[src/rtl/stage_mem_unit.sv]
// rtl/stage_mem_unit.sv - M-stage memory unit with posted store buffer, load forwarding and halt drain
//
// Optional feature: define STAGE_MEM_LLSC_EN to compile in LL/SC support (link register).
//
// Ports:
//   CLK, nRST                 clock (rising edge), asynchronous active-high reset
//   in_valid/in_memRead/in_memWrite/in_datomic/in_halt, in_addr, in_store
//                             M-stage operation, held by upstream while stall_out=1
//   stall_out                 freeze upstream and hold M-stage inputs
//   out_valid/out_load        load data (or SC success flag)
//   halt_out                  sticky halt, set once all posted stores have drained
//   dmem_ren/dmem_wen/dmem_addr/dmem_store/dmem_load/dhit   dcache port
//   snoop_valid/snoop_addr    coherence invalidate (clears a matching link)
module stage_mem_unit #(
    parameter int DATA_W    = 32,
    parameter int ADDR_W    = 32,
    parameter int STB_DEPTH = 4
) (
    input  logic              CLK,
    input  logic              nRST,
    input  logic              in_valid,
    input  logic              in_memRead,
    input  logic              in_memWrite,
    input  logic              in_datomic,
    input  logic              in_halt,
    input  logic [ADDR_W-1:0] in_addr,
    input  logic [DATA_W-1:0] in_store,
    output logic              stall_out,
    output logic              out_valid,
    output logic [DATA_W-1:0] out_load,
    output logic              halt_out,
    output logic              dmem_ren,
    output logic              dmem_wen,
    output logic [ADDR_W-1:0] dmem_addr,
    output logic [DATA_W-1:0] dmem_store,
    input  logic [DATA_W-1:0] dmem_load,
    input  logic              dhit,
    input  logic              snoop_valid,
    input  logic [ADDR_W-1:0] snoop_addr
);
    localparam int PW = $clog2(STB_DEPTH);
    localparam int CW = PW + 1;
    localparam int WW = ADDR_W - 2;

    typedef enum logic [1:0] {IDLE = 2'd0, LOAD = 2'd1, DRAIN = 2'd2, HALTED = 2'd3} state_t;

    state_t            state_q, state_d;
    logic [ADDR_W-1:0] stb_addr_q [STB_DEPTH];
    logic [DATA_W-1:0] stb_data_q [STB_DEPTH];
    logic [PW-1:0]     head_q, head_d, tail_q, tail_d, idx;
    logic [CW-1:0]     count_q, count_d;

    logic              atomic, active, is_load, is_store, is_halt;
    logic              full, empty, enq, deq, fwd_hit, load_miss;
    logic [DATA_W-1:0] fwd_data;
    logic              stall_c, valid_c;
    logic [DATA_W-1:0] load_c;
    logic              ren_c, wen_c;
    logic [ADDR_W-1:0] addr_c;
    logic [DATA_W-1:0] store_c;

`ifdef STAGE_MEM_LLSC_EN
    logic              link_valid_q, link_valid_d;
    logic [WW-1:0]     link_addr_q, link_addr_d;
    logic              is_sc, sc_ok;
    assign atomic = in_datomic;
    assign is_sc  = active & in_valid & in_memWrite & in_datomic;
    assign sc_ok  = link_valid_q && (link_addr_q == in_addr[ADDR_W-1:2]);
`else
    logic              unused_llsc;
    assign atomic      = 1'b0;
    assign unused_llsc = ^{in_datomic, snoop_valid, snoop_addr};
`endif

    // Once halted the unit ignores every operation.
    assign active   = (state_q != HALTED);
    assign is_load  = active & in_valid & in_memRead;
    assign is_store = active & in_valid & in_memWrite & ~atomic;
    assign is_halt  = active & in_valid & in_halt;
    assign full     = (count_q == CW'(STB_DEPTH));
    assign empty    = (count_q == '0);
    assign deq      = (state_q == DRAIN) && dhit;
    assign load_miss = is_load && !fwd_hit;

    // Walk entries oldest to youngest so the last match wins. The head entry is
    // skipped in the cycle its write completes: memory already holds that data.
    always_comb begin
        fwd_hit  = 1'b0;
        fwd_data = '0;
        idx      = '0;
        for (int i = 0; i < STB_DEPTH; i++) begin
            idx = head_q + PW'(i);
            if ((CW'(i) < count_q) && (i != 0 || !deq) &&
                (stb_addr_q[idx][ADDR_W-1:2] == in_addr[ADDR_W-1:2])) begin
                fwd_hit  = 1'b1;
                fwd_data = stb_data_q[idx];
            end
        end
    end

    // Per-operation handshake: stall, result and enqueue.
    always_comb begin
        stall_c = 1'b0;
        valid_c = 1'b0;
        load_c  = '0;
        enq     = 1'b0;
        if (is_halt) begin
            stall_c = !((state_q == IDLE) && empty);
        end else if (is_load) begin
            if (fwd_hit) begin
                valid_c = 1'b1;
                load_c  = fwd_data;
            end else if ((state_q == LOAD) && dhit) begin
                valid_c = 1'b1;
                load_c  = dmem_load;
            end else begin
                stall_c = 1'b1;
            end
        end else if (is_store) begin
            // A full buffer still accepts when the head retires this cycle.
            if (full && !deq) stall_c = 1'b1;
            else              enq     = 1'b1;
        end
`ifdef STAGE_MEM_LLSC_EN
        else if (is_sc) begin
            // SC resolves only against a drained buffer so it is ordered after older stores.
            if ((state_q == IDLE) && empty) begin
                valid_c = 1'b1;
                load_c  = DATA_W'(sc_ok);
                enq     = sc_ok;
            end else begin
                stall_c = 1'b1;
            end
        end
`endif
    end

    // FSM: next state
    always_comb begin
        state_d = state_q;
        case (state_q)
            IDLE: begin
                if (is_halt && empty)  state_d = HALTED;
                else if (load_miss)    state_d = LOAD;
                else if (!empty)       state_d = DRAIN;
            end
            LOAD:    if (dhit) state_d = IDLE;
            DRAIN:   if (dhit) state_d = IDLE;
            default: state_d = HALTED;
        endcase
    end

    // FSM: dcache port outputs
    always_comb begin
        ren_c   = 1'b0;
        wen_c   = 1'b0;
        addr_c  = '0;
        store_c = '0;
        case (state_q)
            LOAD: begin
                ren_c  = 1'b1;
                addr_c = in_addr;
            end
            DRAIN: begin
                wen_c   = 1'b1;
                addr_c  = stb_addr_q[head_q];
                store_c = stb_data_q[head_q];
            end
            default: ;
        endcase
    end

    assign head_d  = deq ? head_q + 1'b1 : head_q;
    assign tail_d  = enq ? tail_q + 1'b1 : tail_q;
    assign count_d = count_q + CW'(enq) - CW'(deq);

    // FSM: state and buffer bookkeeping registers
    always_ff @(posedge CLK or posedge nRST) begin
        if (nRST) begin
            state_q <= IDLE;
            head_q  <= '0;
            tail_q  <= '0;
            count_q <= '0;
        end else begin
            state_q <= state_d;
            head_q  <= head_d;
            tail_q  <= tail_d;
            count_q <= count_d;
        end
    end

    // Entry storage needs no reset: count_q alone says which entries are live.
    always_ff @(posedge CLK) begin
        if (enq) begin
            stb_addr_q[tail_q] <= in_addr;
            stb_data_q[tail_q] <= in_store;
        end
    end

`ifdef STAGE_MEM_LLSC_EN
    always_comb begin
        link_valid_d = link_valid_q;
        link_addr_d  = link_addr_q;
        if (snoop_valid && (snoop_addr[ADDR_W-1:2] == link_addr_q)) link_valid_d = 1'b0;
        if (is_halt || (is_sc && !stall_c))                         link_valid_d = 1'b0;
        if (is_load && atomic && valid_c) begin
            link_valid_d = 1'b1;
            link_addr_d  = in_addr[ADDR_W-1:2];
        end
    end

    always_ff @(posedge CLK or posedge nRST) begin
        if (nRST) begin
            link_valid_q <= 1'b0;
            link_addr_q  <= '0;
        end else begin
            link_valid_q <= link_valid_d;
            link_addr_q  <= link_addr_d;
        end
    end
`endif

    // Reset forces every output low immediately, independent of the held inputs.
    assign stall_out  = !nRST && stall_c;
    assign out_valid  = !nRST && valid_c;
    assign out_load   = nRST ? '0 : load_c;
    assign halt_out   = !nRST && (state_q == HALTED);
    assign dmem_ren   = !nRST && ren_c;
    assign dmem_wen   = !nRST && wen_c;
    assign dmem_addr  = nRST ? '0 : addr_c;
    assign dmem_store = nRST ? '0 : store_c;

endmodule

[config.mk]
export PLATFORM = sky130hd
export DESIGN_NAME = stage_mem_unit
export DESIGN_NICKNAME = d
export VERILOG_FILES = /design/src/rtl/stage_mem_unit.sv
export SDC_FILE = /design/constraint.sdc
export NUM_CORES = 1
export LEC_CHECK = 0
export ABC_AREA = 1
export CAP_MARGIN = 20
export CORE_MARGIN = 8
export CORE_UTILIZATION = 30
export DETAILED_ROUTE_END_ITERATION = 10
export SYNTH_ARGS = -nofsm -noshare
export SYNTH_HDL_FRONTEND = slang
export SYNTH_SLANG_ARGS = --single-unit
[constraint.sdc]
create_clock -name CLK -period 5.65 [get_ports CLK]
set_clock_uncertainty 0.2 [all_clocks]
set_input_delay 0.8475 -clock CLK [delete_from_list [all_inputs] [get_ports CLK]]
set_output_delay 0.8475 -clock CLK [all_outputs]
set_load 0.1 [all_outputs]
==> metrics.csv <==
stage,metric,value,unit
critical_path,startpoint_type,flip-flop,
timing,tns,0,ns
detailed_routing,routed_wirelength,63300,um
critical_path,cp_cell_sequence,inv_8 > buf_6 > nand2_1 > nand3_1 > nand2_1 > o21ai_0 > nor2_1 > nand2_1 > nor2_1 > nand2_1 > nor2_1 > nor2_2 > nand2_4 > inv_4 > buf_4 > nand3_1 > a31oi_2 > buf_12,
yosys,yosys-top-cells-area,"edfxtp_1, nand2_1, nand3_1",
global_route,grt_antenna_before_repair,5,
timing,period_minus_slack,5.33,ns
timing,drv_slew,0,
timing,setup_viol_count_final,0,
detailed_routing,detail-route-antenna-nets,0,
timing,fin_crit_sh,94.3,%
yosys,synth_xor_area_share,0.363,%
run_status,status,completed,
yosys,async_reset_ff_share,3.40,%
finish,post-route-util,36.7,%
finish,num-nets-final,3242,
finish,postLayoutCellArea,23500,um^2
detailed_routing,drc,0,
timing,whs,0.346,ns
clock_network,cts_tree,built,
detailed_routing,dr.pass1.iters,5,
critical_path,cp_common_cell,nand2_1,
hold_path,min_path_type,flip-flop to flip-flop,
placed_design,portBuffers,203,
yosys,synth_top_family_by_area,simple AND/OR/NAND/NOR gates,
timing,slew_headroom,34.7,%
floorplan,ios,238,
critical_path,crit_path_end_kind,primary output,
finish,filler_cell_count,6820,
finish,layout.cells.non_filler,3976,
job,max-cap-violations,0,
global_route,grt_pass1_wl,96500,um
global_route,grt_max_degree,127,
yosys,netlist_instances,2966,
clock_network,clk_latency,0.54,ns
placed_design,place.gp.congestion,0.856,
power_and_ir_drop,peakVddDrop,0.351,mV
yosys,synthSimpleGateAreaFrac,37.4,%
yosys,synth_compound_gate_area_share,10.0,%
detailed_routing,wl_per_cell,15.9,um
global_route,track_usage,16.6,%
placed_design,dpl.hpwl,42200,um
power_and_ir_drop,power,11.4,mW
yosys,synth_fp_nets,3116,
global_route,grt_overflow,0,
critical_path,path_class,flip-flop to primary output,
clock_network,htree_levels,2,
yosys,synth_cell_types,32,
placed_design,placed_cell_area,22300,um^2
finish,final_common_cell,nand2_1,
power_and_ir_drop,power.leakage,11.0,nW
timing,rsz0062_at_grt,no,
critical_path,r2r_setup_slack,2.32,ns
floorplan,die_h,270,um
clock_network,root_buffer,clkbuf_16,
yosys,yosysTopAreaCellShare,39.8,%
yosys,yosysWarnings,0,
clock_network,clockBufferDepth,3,
floorplan,dieArea,72800,um^2
timing,hold_violations,0,
clock_network,cts.sinks,265,
clock_network,postCtsSetupRepairBufs,0,
timing,tightest_slew,0.977,ns
detailed_routing,vias_per_cell,4.75,
yosys,ys_seq_area_share,41.0,%
critical_path,worst-path-max-fanout,43,
floorplan,initial_core_util,30.2,%
finish,layout_common_cells,"nand2_1, inv_1, nand3_1",
timing,max_freq,0.188,GHz
critical_path,slowest_delay,0.60,ns
yosys,synthAdderAreaFrac,0.881,%
critical_path,crit_arrival,4.28,ns
floorplan,rows,93,
clock_network,clkSlewWorstSetupHoldPaths,0.06,ns
detailed_routing,vias,18900,
critical_path,cpMaxStageDelayCell,dfrtp_4,
finish,drive_above_1_share,6.90,%
yosys,ys_ff_latch,265,
yosys,synth.avg_cell_area,6.51,um^2
clock_network,numCtsBuffers,35,
power_and_ir_drop,p_per_area,484,nW/um^2
floorplan,die_width,270,um
yosys,synth-main-ff-cell,edfxtp_1,
floorplan,coreArea,64000,um^2
yosys,yosysTopAreaCell,edfxtp_1,
timing,setup_ws,0.323,ns
detailed_routing,initialDrtViolationCount,1491,
yosys,synthMuxAreaShare,0.0518,%
placed_design,dp_slack,0.593,ns
global_route,grt_pass1_vias,17200,
yosys,synth-edff-count,256,
yosys,synth.cell_area,19300,um^2
placed_design,dp.cells,3907,
critical_path,required,4.60,ns
finish,syn_to_final_growth,21.5,%
## state kept, by name, indices dropped and copies added (netlist names)
register / count
stb_addr_q: 128
stb_data_q: 128
count_q: 3
head_q: 2
state_q: 2
tail_q: 2
## cell type report
class                           count  area [um^2]  area share [%]
Timing Repair Buffer              248         2680            11.4
Tap cell                          855         1070            4.56
Sequential cell                   265         7920            33.7
Clock inverter                     16         90.1           0.384
Inverter                          324         1230            5.26
Antenna cell                        3         7.51          0.0320
Multi-Input combinational cell   2218         9510            40.5
Clock buffer                       47          962            4.10
## worst max-delay path: cells and delay by family (launching register included)
family | cells | cell delay [ns]
and+or+nand+nor | 11 | 1.28
buffers and inverters | 5 | 1.14
AOI/OAI and AO/OA | 2 | 0.69
DFF | 1 | 0.60
## routing by layer
layer  routed length, um  track usage [%]  vias up
met5                  23                0        -
met4                1940             5.88        4
met3                3960             2.72      106
met2               29300             27.4      546
met1               28100             21.7     8505
li1                    -                -     9716
## Yosys cell counts (4+ instances only)
cell type	number
buf_4	21
o21ai_1	7
nand3_1	303
nor2_1	184
clkbuf_1	70
ha_1	12
nand2_1	1311
buf_6	4
a21oi_1	100
xor2_1	8
buf_2	46
buf_1	19
dfrtp_1	9
edfxtp_1	256
o21ai_0	270
inv_1	320
## where the power goes
group / internal (mW) / leakage [nW] / total, mW / switching (mW)
Clock: 1.20 / 0.519 / 2.07 / 0.873
Sequential: 2.34 / 2.42 / 2.44 / 0.105
Combinational: 1.81 / 8.03 / 6.84 / 5.03
## cell families (layout without fill, tap and decap cells)
kind of cell,count (synthesis),count (layout)
buffers and inverters,484,635
other,0,3
and+or+nand+nor,1811,1812
DFF,265,265
AOI/OAI and AO/OA,384,384
muxes,1,1
xor gates and xnor gates,8,8
adders and majority gates,13,13
## final timing paths
| path | from | endpoint | cells past startpoint |
|---|---|---|---|
| worst max-delay path | head_q[0] | stall_out | 18 |
| worst min-delay path | count_q[0] | count_q[0] | 1 |
| min in group asynchronous | nRST | state_q[0] | 2 |
| worst max register to register | state_q[0] | stb_data_q[3][8] | 10 |
| worst min register to register | count_q[0] | count_q[0] | 1 |
| max in group asynchronous | nRST | head_q[0] | 2 |
## timing repair
action | in CTS | in global routing
hold buffers | 0 | 0
setup endpoints to repair | 0 | 33
resized for setup | 0 | 10
(Power assumes the default switching activity.)
